===== src/rtl/uart_apb_bridge.sv =====
// uart_apb_bridge
//
// Host-side debug front end. It receives a byte-serial command stream on
// UART_RX, turns each command into a single APB transfer on the 5-bit
// address / 8-bit data debug bus, and returns read data on UART_TX.
//
// Command byte: bit7 = write(1)/read(0), bits 6:5 ignored, bits 4:0 = PADDR.
// A write is the command byte followed by a data byte. A read is the command
// byte alone, and the bridge replies with one byte holding PRDATA.
//
// Ports:
//   PCLK     - clock, all state changes on the rising edge
//   PRESETn  - asynchronous active-low reset
//   UART_RX  - asynchronous serial input, 8N1, LSB first, idle high
//   UART_TX  - serial output, 8N1, LSB first, idle high
//   PSEL, PENABLE, PWRITE, PADDR, PWDATA - APB master request signals
//   PRDATA, PREADY                       - APB slave response signals
//   BUSY     - high whenever the bridge FSM is not in IDLE
module uart_apb_bridge #(
    parameter int CLKS_PER_BIT = 16
) (
    input  logic       PCLK,
    input  logic       PRESETn,
    input  logic       UART_RX,
    output logic       UART_TX,
    output logic       PSEL,
    output logic [4:0] PADDR,
    output logic       PENABLE,
    output logic       PWRITE,
    output logic [7:0] PWDATA,
    input  logic [7:0] PRDATA,
    input  logic       PREADY,
    output logic       BUSY
);

    localparam int CNT_W = $clog2(CLKS_PER_BIT);
    localparam logic [CNT_W-1:0] BIT_LAST  = CNT_W'(CLKS_PER_BIT - 1);
    localparam logic [CNT_W-1:0] HALF_LAST = CNT_W'(CLKS_PER_BIT / 2 - 1);

    typedef enum logic [1:0] {
        RX_IDLE,
        RX_START,
        RX_DATA,
        RX_STOP
    } rx_state_t;

    typedef enum logic [2:0] {
        IDLE,
        GET_DATA,
        SETUP,
        ACCESS,
        SEND
    } state_t;

    logic             rx_meta;
    logic             rx_sync;
    rx_state_t        rx_state;
    logic [CNT_W-1:0] rx_cnt;
    logic [2:0]       rx_bits;
    logic [7:0]       rx_byte;
    logic             rx_valid;

    state_t           state;
    state_t           state_next;

    logic [4:0]       paddr_q;
    logic             pwrite_q;
    logic [7:0]       pwdata_q;
    logic [7:0]       rdata_q;

    logic [CNT_W-1:0] tx_cnt;
    logic [3:0]       tx_bit;
    logic [9:0]       tx_frame;
    logic             send_done;

    // Two-flop synchronizer; both flops reset high so reset never looks
    // like a start bit.
    always_ff @(posedge PCLK or negedge PRESETn) begin
        if (!PRESETn) begin
            rx_meta <= 1'b1;
            rx_sync <= 1'b1;
        end else begin
            rx_meta <= UART_RX;
            rx_sync <= rx_meta;
        end
    end

    // UART receiver. The start bit is re-checked at its centre so short
    // glitches are rejected, then every later bit is sampled one full bit
    // period apart, which keeps each sample near the centre of its bit.
    // The receiver returns to idle right after sampling the stop bit so a
    // back-to-back start edge is seen half a bit later.
    always_ff @(posedge PCLK or negedge PRESETn) begin
        if (!PRESETn) begin
            rx_state <= RX_IDLE;
            rx_cnt   <= '0;
            rx_bits  <= '0;
            rx_byte  <= '0;
            rx_valid <= 1'b0;
        end else begin
            rx_valid <= 1'b0;
            case (rx_state)
                RX_IDLE: begin
                    rx_cnt  <= '0;
                    rx_bits <= '0;
                    if (!rx_sync) begin
                        rx_state <= RX_START;
                    end
                end
                RX_START: begin
                    if (rx_cnt == HALF_LAST) begin
                        rx_cnt   <= '0;
                        rx_state <= rx_sync ? RX_IDLE : RX_DATA;
                    end else begin
                        rx_cnt <= rx_cnt + 1'b1;
                    end
                end
                RX_DATA: begin
                    if (rx_cnt == BIT_LAST) begin
                        rx_cnt  <= '0;
                        rx_byte <= {rx_sync, rx_byte[7:1]};
                        if (rx_bits == 3'd7) begin
                            rx_state <= RX_STOP;
                        end else begin
                            rx_bits <= rx_bits + 1'b1;
                        end
                    end else begin
                        rx_cnt <= rx_cnt + 1'b1;
                    end
                end
                RX_STOP: begin
                    if (rx_cnt == BIT_LAST) begin
                        rx_cnt   <= '0;
                        rx_valid <= rx_sync;
                        rx_state <= RX_IDLE;
                    end else begin
                        rx_cnt <= rx_cnt + 1'b1;
                    end
                end
                default: rx_state <= RX_IDLE;
            endcase
        end
    end

    // Bridge FSM state register.
    always_ff @(posedge PCLK or negedge PRESETn) begin
        if (!PRESETn) begin
            state <= IDLE;
        end else begin
            state <= state_next;
        end
    end

    // Bridge FSM next-state logic. Bytes arriving outside IDLE/GET_DATA
    // are simply not looked at, which is what drops them.
    always_comb begin
        state_next = state;
        case (state)
            IDLE: begin
                if (rx_valid) begin
                    state_next = rx_byte[7] ? GET_DATA : SETUP;
                end
            end
            GET_DATA: begin
                if (rx_valid) begin
                    state_next = SETUP;
                end
            end
            SETUP: state_next = ACCESS;
            ACCESS: begin
                if (PREADY) begin
                    state_next = pwrite_q ? IDLE : SEND;
                end
            end
            SEND: begin
                if (send_done) begin
                    state_next = IDLE;
                end
            end
            default: state_next = IDLE;
        endcase
    end

    // Bridge FSM outputs. These decode the state register directly, so an
    // asynchronous reset drops PSEL/PENABLE/BUSY without waiting for PCLK.
    always_comb begin
        PSEL    = 1'b0;
        PENABLE = 1'b0;
        BUSY    = (state != IDLE);
        UART_TX = 1'b1;
        case (state)
            SETUP: PSEL = 1'b1;
            ACCESS: begin
                PSEL    = 1'b1;
                PENABLE = 1'b1;
            end
            SEND: UART_TX = tx_frame[tx_bit];
            default: ;
        endcase
    end

    // APB request and read-data holding registers. They only change while
    // no transfer is on the bus, so they are stable through SETUP/ACCESS.
    always_ff @(posedge PCLK or negedge PRESETn) begin
        if (!PRESETn) begin
            paddr_q  <= '0;
            pwrite_q <= 1'b0;
            pwdata_q <= '0;
            rdata_q  <= '0;
        end else begin
            if (state == IDLE && rx_valid) begin
                paddr_q  <= rx_byte[4:0];
                pwrite_q <= rx_byte[7];
            end
            if (state == GET_DATA && rx_valid) begin
                pwdata_q <= rx_byte;
            end
            if (state == ACCESS && PREADY && !pwrite_q) begin
                rdata_q <= PRDATA;
            end
        end
    end

    assign PADDR  = paddr_q;
    assign PWRITE = pwrite_q;
    assign PWDATA = pwdata_q;

    // Transmit bit timing. Counters sit at zero outside SEND so the start
    // bit is driven in the very first SEND cycle.
    always_ff @(posedge PCLK or negedge PRESETn) begin
        if (!PRESETn) begin
            tx_cnt <= '0;
            tx_bit <= '0;
        end else if (state != SEND) begin
            tx_cnt <= '0;
            tx_bit <= '0;
        end else if (tx_cnt == BIT_LAST) begin
            tx_cnt <= '0;
            tx_bit <= tx_bit + 1'b1;
        end else begin
            tx_cnt <= tx_cnt + 1'b1;
        end
    end

    assign tx_frame  = {1'b1, rdata_q, 1'b0};
    assign send_done = (tx_bit == 4'd9) && (tx_cnt == BIT_LAST);

endmodule


===== config.mk =====
export PLATFORM = sky130hd
export DESIGN_NAME = uart_apb_bridge
export DESIGN_NICKNAME = d
export VERILOG_FILES = /design/src/rtl/uart_apb_bridge.sv
export SDC_FILE = /design/constraint.sdc
export NUM_CORES = 1
export LEC_CHECK = 0
export BUFFER_PORTS_ARGS = -buffer_cell sky130_fd_sc_hd__buf_2
export CORE_ASPECT_RATIO = 0.5
export CORE_MARGIN = 3
export CORE_UTILIZATION = 50
export CTS_CLUSTER_SIZE = 30
export DETAILED_ROUTE_END_ITERATION = 16
export PLACE_DENSITY = 0.7
export SYNTH_ARGS = -nofsm -noshare
export SYNTH_HDL_FRONTEND = slang
export SYNTH_SLANG_ARGS = --single-unit

===== constraint.sdc =====
create_clock -name PCLK -period 4 [get_ports PCLK]
set_input_delay 0.8 -clock PCLK [delete_from_list [all_inputs] [get_ports PCLK]]
set_output_delay 0.8 -clock PCLK [all_outputs]
set_load 0.03 [all_outputs]

==> metrics.cfg <==
[status]
status = completed

[final_layout]
final_cell_area_um2 = 2680
nets = 230
drive_above_1_share_pct = 36.6
areaGrowthSynthToFinish_pct = 12.1
antenna_cells = 0

[sta]
finalHoldViolCount = 0
grt_setup_unrepaired = no
setup_viol_count_final = 0
worst_clock_skew_ps = 5.27
period_needed_ps = 2600
relSlewSlack_pct = 46.3
finalSetupTns_ps = 0
hold-worst-slack_ps = 362
drv_slew = 0
fmax_ghz = 0.385
period_share_pct = 64.9
tightestPinTransition_ps = 805

[power_and_ir_drop]
power_leakage_nw = 1.28
pwr_density_cell_nw_per_um2 = 518
total_power_w = 0.00139
ir_worst_vdd_mv = 0.197

[die]
start_util_pct = 53.0
die_h_um = 54.9
io_pins = 30
die_width_um = 104
num_rows = 17
core_area_um2 = 4510
die-area_um2 = 5700

[clocking]
cts_resized = 0
cts-root-buf = clkbuf_8
cts.sinks = 53
hold_buffers = 0
cts_buffer_depth = 2
cts_tree = done
cts.clk_slew.worst_paths_ps = 100
cts_made_buffers = 5
post_cts_buffers = 0
h-tree-depth = 2
insertion_delay_ps = 310

[synth]
syn_inst = 184
ys_seq_area_share_pct = 55.6
synth-async-reset-ratio_pct = 100
ys_types = 42
synthesis.area_um2 = 2390
syn-num-nets = 202
syn-mean-instance-area_um2 = 13.0
synth-seq-cells = 53
synth_edf_count = 0
ys.flop_type = dfrtp_1
ys_warn_count = 0

[worst_hold_path]
hold_class = reg -> reg
min_delay_path_depth = 0
whs_endpoint = rx_sync
hp-start = rx_meta

[place]
place_area_um2 = 2590
port_buffers = 29
routabilityCongestion = 0.833
dpl.hpwl_um = 2760

[grt]
grtUsageTotal_pct = 15.0
grt_pass1_wl_um = 6660
grt_overflow = 0
grt_pass1_vias = 1476
antenna_found_initial = 0
grt_max_degree = 38

[route]
drt-vias-per-instance = 5.32
wl_um = 3910
drt_first_pass_iters = 4
vias = 1483
drc = 0
first_iter_violations = 23
ant_nets = 0
wire_per_inst_um = 14.0

[setup_path]
end_kind = primary output
cp.arrival_ps = 1800
worst_path_largest_cell_delay_ps = 510
r2r_slack_ps = 2080
critPathSlowestCell = dfrtp_1
critical_path_class = reg -> out
reg2reg_depth = 4
rr_endpoint = rx_byte[6]
r2r_start = rx_cnt[0]
cp_cell_sequence = mux2_2, a221oi_1, o311ai_0, buf_2
worst-path-max-fanout = 8
cp_data_required_time_ps = 3200
startpoint_type = flop

[job]
cap_violations = 0

-- metal layers --
metal  global-route usage (%)  part of all wire [%]  vias up  routed length [um]
met2                     26.2                    47       20                1860
met4                     5.30                   1.0        0                  41
met1                     18.5                    48      739                1880
met5                        0                     0        -                   0
li1                         -                     -      719                   -
met3                     4.75                   3.5        5                 137
-- cell usage in the layout (no fill, tap or decap), types with 3 or more instances in the layout --
| master | instances |
|---|---|
| mux2_2 | 31 |
| ha_1 | 6 |
| a21oi_1 | 5 |
| nand4b_1 | 4 |
| and3_1 | 5 |
| o21ai_0 | 5 |
| buf_2 | 29 |
| and2_1 | 3 |
| dfrtp_1 | 51 |
| xnor2_1 | 4 |
| nor3b_1 | 3 |
| nor2_1 | 11 |
| nand2_1 | 6 |
| inv_1 | 3 |
| clkbuf_8 | 5 |
-- worst max-delay path, delay by kind of cell, from the launching register on --
family                 cells  cell delay [ps]
buffers and inverters      1              200
AO/OA/AOI/OAI              2              410
multiplexers               1              370
flip-flops                 1              510
-- sequential cells by signal, indices dropped and copies added, names as in the netlist, named ones only --
signal	count
PADDR	5
PWDATA	8
PWRITE	1
rdata_q	8
rx_bits	3
rx_byte	8
rx_cnt	4
rx_meta	1
rx_state	1
rx_sync	1
rx_valid	1
state	3
tx_bit	4
tx_cnt	4
-- where the power goes --
part,leakage (nW),switching [W],total (W),internal (W)
sequential,0.697,0.000121,0.000754,0.000632
combinational,0.537,0.000150,0.000321,0.000171
clock,0.0487,0.000186,0.000314,0.000128
-- worst max-delay path by stage --
| stage | startpoint | endpoint | slack (ps) |
|---|---|---|---|
| floorplan | tx_bit[0] | UART_TX | 1180 |
| global placement | tx_bit[0] | UART_TX | 1760 |
| detailed placement | tx_bit[0] | UART_TX | 1740 |
| CTS | tx_bit[0] | UART_TX | 1390 |
| global route | tx_bit[0] | UART_TX | 1300 |
| finish | tx_bit[0] | UART_TX | 1400 |
-- per-stage QoR --
step                      util, %  setup slack [ps]  instances
final                        59.5              1400        279
after global routing         59.5              1300        279
after CTS                    59.5              1390        279
after detailed placement     57.4              1740        271
after global placement       57.4              1760        271
after floorplan                 -              1180        184
-- kinds of logic after synthesis --
kind of cell,Yosys count,share of synthesized area [%]
AOI/OAI and AO/OA,24,6.91
and+or+nand+nor,50,14.1
xor gates and xnor gates,5,1.83
DFF,53,55.6
buffers and inverters,13,2.46
muxes,33,16.0
adders and majority gates,6,3.14
-- Yosys cell counts (3+ instances only) --
cell type / count / area, um^2
and2_1: 3 / 18.8
nor3b_1: 3 / 22.5
xnor2_1: 4 / 35.0
and3_1: 5 / 31.3
mux2_2: 31 / 349
inv_1: 3 / 11.3
ha_1: 6 / 75.1
a21oi_1: 5 / 25.0
nand2_1: 6 / 22.5
buf_2: 5 / 25.0
dfrtp_1: 51 / 1280
nor2_1: 11 / 41.3
o21ai_0: 5 / 25.0
nand4b_1: 4 / 35.0
clkbuf_1: 4 / 15.0
-- final cells by class --
cell class | instances | area [um^2]
fill | 366 | 1830
clock inverter | 3 | 26.3
sequential | 53 | 1330
clock buffer | 5 | 68.8
tap | 66 | 82.6
multi-input combinational | 118 | 1000
timing repair buffer | 31 | 160
inverter | 3 | 11.3
Note: power is estimated with default switching activity, not from simulation.
